==> config.mk <==
export PLATFORM = sky130hd
export DESIGN_NAME = icache_refill
export DESIGN_NICKNAME = d
export VERILOG_FILES = /design/src/rtl/icache_refill.sv
export SDC_FILE = /design/constraint.sdc
export NUM_CORES = 1
export LEC_CHECK = 0
export ABC_CLOCK_PERIOD_IN_PS = 4410
export BUFFER_PORTS_ARGS = -buffer_cell sky130_fd_sc_hd__buf_2
export CORE_MARGIN = 4
export CORE_UTILIZATION = 35
export DETAILED_ROUTE_END_ITERATION = 6
export PLACE_DENSITY = 0.61
export SETUP_SLACK_MARGIN = 0.3
export SKIP_CTS_REPAIR_TIMING = 1
export SLEW_MARGIN = 0
export SYNTH_ARGS = -nofsm -noshare
export SYNTH_HDL_FRONTEND = slang
export SYNTH_SLANG_ARGS = --single-unit
==> constraint.sdc <==
create_clock -name clk -period 4.41 [get_ports clk]
set_input_delay 0.441 -clock clk [delete_from_list [all_inputs] [get_ports clk]]
set_output_delay 0.441 -clock clk [all_outputs]
set_load 0.01 [all_outputs]
==> src/rtl/icache_refill.sv <==
// Instruction-cache refill engine: on a miss, fetch the 8-word block holding
// the missing PC (critical word first, wrap order), gather the beats, then
// present them to the cache until it acknowledges the write.
module icache_refill #(
    parameter int unsigned TIMEOUT = 255
) (
    input  logic        clk,
    input  logic        reset,
    input  logic        miss,
    input  logic [31:0] miss_pc,
    output logic        mem_req,
    output logic [31:0] mem_addr,
    input  logic        mem_ack,
    input  logic        mem_rvalid,
    input  logic [31:0] mem_rdata,
    output logic        update,
    output logic [31:0] update_cache_0,
    output logic [31:0] update_cache_1,
    output logic [31:0] update_cache_2,
    output logic [31:0] update_cache_3,
    output logic [31:0] update_cache_4,
    output logic [31:0] update_cache_5,
    output logic [31:0] update_cache_6,
    output logic [31:0] update_cache_7,
    input  logic        cache_update_occured,
    output logic        refill_busy,
    output logic        refill_done,
    output logic        refill_err
);

    typedef enum logic [1:0] {IDLE, REQ, FILL, UPDATE} state_t;

    localparam logic [15:0] TMO_LIM = 16'(TIMEOUT);

    state_t      state;
    state_t      state_nxt;
    logic [31:0] pc_q;
    logic [2:0]  cnt;
    logic [15:0] tmo;
    logic [31:0] beat [8];
    logic        progress;
    logic        done_d;
    logic        err_d;

    // Outputs are decoded from state or taken straight from registers, so no
    // input ever reaches an output combinationally.
    assign mem_req     = (state == REQ);
    assign update      = (state == UPDATE);
    assign refill_busy = (state != IDLE);
    assign mem_addr    = {pc_q[31:2], 2'b00};

    assign update_cache_0 = beat[0];
    assign update_cache_1 = beat[1];
    assign update_cache_2 = beat[2];
    assign update_cache_3 = beat[3];
    assign update_cache_4 = beat[4];
    assign update_cache_5 = beat[5];
    assign update_cache_6 = beat[6];
    assign update_cache_7 = beat[7];

    // State register plus registered completion/abort pulses.
    always_ff @(posedge clk) begin
        if (reset) begin
            state       <= IDLE;
            refill_done <= 1'b0;
            refill_err  <= 1'b0;
        end else begin
            state       <= state_nxt;
            refill_done <= done_d;
            refill_err  <= err_d;
        end
    end

    // Next-state decode; progress wins over an expiring timeout.
    always_comb begin
        state_nxt = state;
        progress  = 1'b0;
        done_d    = 1'b0;
        err_d     = 1'b0;
        case (state)
            IDLE: begin
                if (miss) state_nxt = REQ;
            end
            REQ: begin
                progress = mem_ack;
                if (mem_ack) begin
                    state_nxt = FILL;
                end else if (tmo == TMO_LIM) begin
                    state_nxt = IDLE;
                    err_d     = 1'b1;
                end
            end
            FILL: begin
                progress = mem_rvalid;
                if (mem_rvalid) begin
                    if (cnt == 3'd7) state_nxt = UPDATE;
                end else if (tmo == TMO_LIM) begin
                    state_nxt = IDLE;
                    err_d     = 1'b1;
                end
            end
            UPDATE: begin
                if (cache_update_occured) begin
                    state_nxt = IDLE;
                    done_d    = 1'b1;
                end
            end
            default: state_nxt = IDLE;
        endcase
    end

    // Miss PC latch, beat counter and no-progress timeout counter.
    always_ff @(posedge clk) begin
        if (reset) begin
            pc_q <= '0;
            cnt  <= '0;
            tmo  <= '0;
        end else begin
            if (state == IDLE && miss) begin
                pc_q <= miss_pc;
                cnt  <= '0;
                tmo  <= '0;
            end
            if (state == REQ || state == FILL) begin
                tmo <= progress ? 16'd0 : tmo + 16'd1;
            end
            if (state == FILL && mem_rvalid) begin
                cnt <= cnt + 3'd1;
            end
        end
    end

    // Beat capture in arrival order; an aborted refill discards its beats.
    always_ff @(posedge clk) begin
        if (reset || err_d) begin
            for (int i = 0; i < 8; i++) beat[i] <= '0;
        end else if (state == FILL && mem_rvalid) begin
            beat[cnt] <= mem_rdata;
        end
    end

endmodule

==> impl_results.md, run 1 <==
- RSZ-0062 raised after global routing: false
- Yosys reg bits: 309
- Global-route wire length before repair: 52400 µm
- Part of the Yosys area used for sequential elements: 71.6%
- Starting Density: 35.4%
- Largest net degree at the start of global routing: 34
- # placed instances: 1680
- Final wirelength: 35600 µm
- Residual DRC: 0
- Sum Neg Setup Slack: 0 ns
- Tmin final: 3.07 ns
- Clock latency on the worst-skew pair: 0.51 ns
- Grt ovf: 0
- Final setup fails: 0
- WP data arrival: 3.24 ns
- Post-synth design cell area: 12200 µm²
- Peak Freq: 0.326 GHz
- Via Count: 8329
- Slew @ Worst Pin: 1.02 ns
- Clock skew: 0.0183 ns
- Vias in the first global route: 8316
- Slew Limit Fails: 0
- NumNets Final: 1339
- TritonRoute pass-1 iters: 7
- Total Routing Usage GR: 17.9%
- Max-slew headroom: 32.1%
- Setup crit start kind: register
- Worst vdd ir: 0.276 mV
- WL/cell: 20.4 µm
- I/O pins: 363
- Initial antenna violation count: 1
- Post-synth EDFFs: 256
- PortBufs: 358
- Layout cells sized above 1: 39.9%
- FF-to-FF Start: tmo[0]
- CTS buffer count: 34
- Root Buffer: clkbuf_16
- Setup crit end kind: register
- Syn Area/Cell: 13.2 µm²
- Critical path class: reg -> reg
- Final Non-Filler Cells: 1742
- Routed Antenna Nets: 0
- Dpl hpwl: 24100 µm
- TritonCTS Sinks: 309
- Worst hold path startpoint: cache_update_occured
- Leak Pwr: 6.19 nW
- Synth unique cells: 51
- Synth-to-layout area growth: 25.9%
- Worst EP required: 4.58 ns
- Via density per instance: 4.78
- Synth async-reset ratio: 0%
- Outcome: finished, final reports clean
- First DRT Iteration DRCs: 612
- Die X: 195 µm
- Routability cong.: 0.807
- Setup crit start: tmo[0]
- Worst-path maximum fanout: 22
- Main flop type after synthesis: edfxtp_1
- CTS tree: yes
- Die ar.: 37900 µm²
- Fin. Hold Viols: 0
- H-tree levels: 2
- Max Cap Violations: 0
- Die H: 195 µm
- Worst hold path class: in -> reg
- Crit share post-route: 69.6%
- CORE AREA: 34500 µm²
- Post-Syn Instances: 926
- YS warnings: 0
- Pwr dens: 436 nW/µm²
- Rows: 68
- Diode count: 0
- Clock Path Buffers: 3
- CTS clk-pin slew, worst paths: 0.06 ns
==> kinds of logic (layout without fill, tap and decap cells) <==
family	Yosys count	count (layout)	share of synthesized area [%]
AOI/OAI and AO/OA	82	82	5.51
xor gates and xnor gates	4	4	0.287
adders and majority gates	8	8	0.820
buffers and inverters	86	446	5.02
DFF	309	309	71.6
other	1	2	0.0307
and+or+nand+nor	436	436	16.7
==> worst paths after layout <==
path,endpoint,slack (ns),cells after the start
hold / removal,refill_done,0.17,3
setup / recovery,beat[0][23],1.34,7
hold reg to reg,pc_q[9],0.45,2
setup reg to reg,beat[0][23],1.34,7
==> Yosys cell counts, types with 3 or more instances <==
| cell type | n | area [µm²] |
|---|---|---|
| dfxtp_1 | 53 | 1060 |
| a31oi_1 | 5 | 31.3 |
| and2_1 | 3 | 18.8 |
| o211ai_1 | 4 | 30.0 |
| nand4_1 | 5 | 31.3 |
| nor2_2 | 50 | 313 |
| a21oi_1 | 39 | 195 |
| edfxtp_1 | 256 | 7690 |
| ha_1 | 8 | 100 |
| or2b_2 | 9 | 78.8 |
| nor4_1 | 4 | 25.0 |
| nor2_1 | 224 | 841 |
| o311ai_4 | 8 | 210 |
| o221ai_1 | 3 | 26.3 |
| nand2b_1 | 28 | 175 |
| or4_1 | 7 | 52.6 |
| nand2_1 | 81 | 304 |
| inv_1 | 4 | 15.0 |
| xor2_1 | 4 | 35.0 |
| buf_6 | 28 | 315 |
| clkbuf_1 | 19 | 71.3 |
| a22oi_1 | 3 | 22.5 |
| o21ai_0 | 6 | 30.0 |
| buf_1 | 22 | 82.6 |
| nand3_1 | 8 | 40.0 |
| clkdlybuf4s25_2 | 10 | 100 |
==> critical path, cell delays in order (launching register included) <==
cell      delay (ns)
dfxtp_1         0.45
ha_1            0.40
nand4b_1        0.13
nor4_1          0.40
a21oi_1         0.17
buf_4           0.23
nand2_2         0.56
buf_4           0.39
==> routing by layer <==
| layer | GRT usage [%] | wire (µm) |
|---|---|---|
| met1 | 23.5 | 14500 |
| met3 | 3.90 | 2920 |
| met2 | 31.4 | 17700 |
| met4 | 2.97 | 497 |
| met5 | 0 | 7 |
==> power breakdown <==
group / total [mW] / internal, mW / switching [mW]
clock: 2.92 / 1.79 / 1.13
combinational: 0.479 / 0.148 / 0.331
sequential: 3.30 / 3.26 / 0.0430
total: 6.70 / 5.19 / 1.51
==> stage by stage <==
stage | setup WS, ns | power, mW | utilization, % | cell area (µm²) | hold WS, ns
finish | 1.34 | 6.70 | 44.6 | 15400 | 0.166
global route | 1.05 | 6.94 | 44.6 | 15400 | 0.160
CTS | 1.31 | 6.78 | 44.6 | 15400 | 0.144
detailed placement | 1.33 | 3.85 | 41.3 | 14200 | 0.445
floorplan | 0.469 | 3.62 | - | 12200 | 0.481
global placement | 1.33 | 3.84 | 41.3 | 14200 | 0.440
==> final cells by class <==
type | count | area [µm²]
flip-flops and latches | 309 | 8750
repair buffers | 380 | 1960
multi-input cells | 532 | 2930
well taps | 455 | 569
inverters | 4 | 15.0
clock inverters | 19 | 269
clock buffers | 43 | 885
fillers | 3194 | 19100
==> state kept, by name (all words and copies together) (netlist names) <==
name         count
beat           256
pc_q            30
tmo             16
cnt              3
state            2
refill_done      1
refill_err       1
==> cells in the final DEF, fill, tap and decap left out, types with 4 or more instances in the layout <==
cell type | synthesis | layout
nand2b_1 | 28 | 28
or2b_2 | 9 | 9
o211ai_1 | 4 | 4
ha_1 | 8 | 8
nand2_1 | 81 | 79
nor2_2 | 50 | 50
nor4_1 | 4 | 4
nand4_1 | 5 | 5
o311ai_4 | 8 | 8
a21oi_1 | 39 | 39
nand3_1 | 8 | 8
buf_4 | 2 | 22
a31oi_1 | 5 | 5
edfxtp_1 | 256 | 256
o21ai_4 | 1 | 7
or4_1 | 7 | 7
inv_1 | 4 | 4
clkbuf_1 | 19 | 9
buf_2 | 0 | 358
nor2_1 | 224 | 224
clkinv_1 | 0 | 4
bufinv_16 | 0 | 6
dfxtp_1 | 53 | 53
xor2_1 | 4 | 4
clkbuf_16 | 0 | 34
No activity file was read; power rests on OpenSTA's default activity.
==> inputs of run 2 (changes only) <==
- ABC_AREA: default -> 1
- ABC_CLOCK_PERIOD_IN_PS: 4410 -> 2700
- PLACE_DENSITY: 0.61 -> 0.64
- clock period: 4.41 -> 2.7 ns (I/O delays scaled with it)
==> run 2 against run 1 <==
  * The run now ends with hold timing left
  * Design area decreased by 0.41%
  * Sequential cell count is the same
  * Non-clock buffer count is 16 higher
  * Wire length fell by 2.7%
  * Sequential power up 64%
  * Clock skew down 0.0012 ns
  * Worst setup slack got worse by 0.90 ns
  * Area after synthesis decreased by 6.0%
  * Sequential share of layout area increased by 0.25 points
==> impl_results.md, run 2 <==
- Synth async-reset ratio: 0%
- Initial antenna violation count: 0
- Post-synth design cell area: 11500 µm²
- Synth Area in Simple Gates: 15.5%
- Clock Path Buffers: 3
- Part of the power in registers: 49.7%
- Multi-input logic area: 2370 µm²
- Diode count: 0
- Worst path bufs/invs: 4
- Clock Power Share: 42.5%
- Critical path's slowest cell: dfxtp_2
- Pwr dens: 711 nW/µm²
- Die H: 189 µm
- # placed instances: 1731
- Worst EP required: 2.91 ns
- Failing checks: hold timing
- Die X: 189 µm
- Via Count: 8457
- Clock latency on the worst-skew pair: 0.51 ns
- Yosys reg bits: 309
- Die ar.: 35800 µm²
- Dpl hpwl: 23400 µm
- Total Routing Usage GR: 18.3%
- Logic gate share of total power: 7.8%
- Number of fill cells: 2938
- CTS tree: yes
- Peak Freq: 0.442 GHz
- Syn Area/Cell: 12.2 µm²
- Routability cong.: 0.826
- Synth-to-layout area growth: 33.3%
- Worst vdd ir: 0.380 mV
- Leak Pwr: 6.93 nW
- Rows: 66
- RSZ-0062 raised after global routing: true
- Outcome: complete, but fails checks
- Final Non-Filler Cells: 1803
- WP data arrival: 2.47 ns
- Routed Antenna Nets: 0
- CORE AREA: 32500 µm²
- Synth Area in Compound Gates: 3.20%
- Slew @ Worst Pin: 0.903 ns
- Synth top area share: 66.9%
- Worst-path maximum fanout: 8
- Synth top cells by count: nor2_1 (345), edfxtp_1 (256), nand2_1 (69), inv_1 (68), dfxtp_1 (53)
- Final setup fails: 0
- Setup crit end kind: register
- Area contributors post-synth: edfxtp_1 (67%), nor2_1 (11%), dfxtp_1 (9.2%)
- Critical-path cell list: inv_1 > ha_2 > nand2_1 > nand2_1 > nand2_1 > nor2_1 > nand3_4 > buf_4 > o211ai_1 > buf_4 > buf_6
- Grt ovf: 0
- Count leader, synth: nor2_1
- Global-route wire length before repair: 49800 µm
- Vias in the first global route: 8353
- NumNets Final: 1414
- Final wirelength: 34600 µm
- Biggest registers after layout: beat (256), pc_q (30), tmo (16)
- Crit-path max cell delay: 0.34 ns
- Main flop type after synthesis: edfxtp_1
- Max-slew headroom: 39.7%
- Via density per instance: 4.69
- Post-Synth XOR/XNOR Area: 0.0763%
- Cell taking the most area after synthesis: edfxtp_1
- PortBufs: 358
- Post-Syn Instances: 944
- Net Sw Frac: 22.7%
- Slew Limit Fails: 0
- I/O pins: 363
- Post-synth EDFFs: 256
- Max reg flops: 256
- CTS clk-pin slew, worst paths: 0.06 ns
- Most flops, register: beat
- Most frequent cells in the layout: buf_2 (358), nor2_1 (344), edfxtp_1 (256)
- CP top delay family: buffers and inverters
- TritonRoute pass-1 iters: 4
- Top cell by count, worst path: nand2_1
- Largest family of logic cells by synthesized area: simple AND/OR/NAND/NOR gates
- Fin. Hold Viols: 1
- Clock skew: 0.0171 ns
- First DRT Iteration DRCs: 492
- Worst hold path class: in -> reg
- Tmin final: 2.26 ns
- Post-synthesis adder-cell area fraction: 0.872%
- Critical path class: reg -> reg
- Reg area: 8750 µm²
- Psw: 2.47 mW
- Sum Neg Setup Slack: 0 ns
- Synth unique cells: 28
- TritonCTS Sinks: 309
- Layout cells sized above 1: 34.0%
- Internal power: 8.42 mW
- CTS buffer count: 35
- YS warnings: 0
- WL/cell: 19.2 µm
- Post-synthesis mux area share: 0%
- Setup crit start kind: register
- Crit share post-route: 83.7%
- Starting Density: 35.4%
- Root Buffer: clkbuf_16
- Largest net degree at the start of global routing: 33
- H-tree levels: 2
- Residual DRC: 0
- Part of the Yosys area used for sequential elements: 76.2%
- Commonest non-fill, non-tap cell in the layout: buf_2
- Max Cap Violations: 0
- Final hold slack: -0.00566 ns
run 2: logic make-up (layout without fill, tap and decap cells):
group	after synthesis	after routing
AO/OA/AOI/OAI	65	65
buffers and inverters	111	527
flip-flops	309	309
AND/OR/NAND/NOR	449	449
other	1	2
adder cells (fa/ha/maj)	8	8
XOR/XNOR	1	1
run 2: final cells by class:
class                           count  area share (%)
Clock inverter                     14           0.638
Clock buffer                       48            6.79
Timing Repair Buffer              396            14.6
Tap cell                          442            3.61
Multi-Input combinational cell    525            15.5
Sequential cell                   309            57.2
Inverter                           69            1.69
run 2: tightest hold or removal path: stages:
cell and delay, ns:
buf_2 0.11, nand2_1 0.05, nor2_1 0.03
run 2: stage by stage:
step | setup slack (ns) | cell area [µm²] | power [mW] | utilization (%)
detailed placement | 0.388 | 14000 | 6.35 | 43.3
global placement | 0.418 | 14000 | 6.34 | 43.3
global route | 0.265 | 15300 | 11.3 | 47.2
finish | 0.439 | 15300 | 10.9 | 47.2
CTS | 0.354 | 15200 | 11.0 | 46.8
floorplan | -0.180 | 11600 | 5.93 | -
run 2: final timing paths:
path / from / to / slack [ns] / depth (start not counted)
worst max-delay path: state[1] / beat[0][0] / 0.44 / 11
worst min-delay path: cache_update_occured / refill_done / -0.006 / 3
worst max register to register: state[1] / beat[0][0] / 0.44 / 11
worst min register to register: tmo[5] / tmo[5] / 0.47 / 2
run 2: metal layers:
| layer | track usage [%] | wire [µm] | up-vias |
|---|---|---|---|
| li1 | - | - | 3942 |
| met1 | 22.7 | 13500 | 4033 |
| met2 | 30.8 | 16600 | 411 |
| met3 | 5.53 | 3380 | 71 |
| met4 | 6.05 | 1140 | 0 |
| met5 | 0 | 0 | - |
run 2: power groups by stage:
stage / clock (mW) / sequential [mW] / combinational [mW]
3_3_place_gp: 0 / 5.51 / 0.830
3_5_place_dp: 0 / 5.51 / 0.839
6_report: 4.63 / 5.42 / 0.847
5_1_grt: 4.93 / 5.43 / 0.933
2_1_floorplan: 0 / 5.62 / 0.308
4_1_cts: 4.73 / 5.42 / 0.841
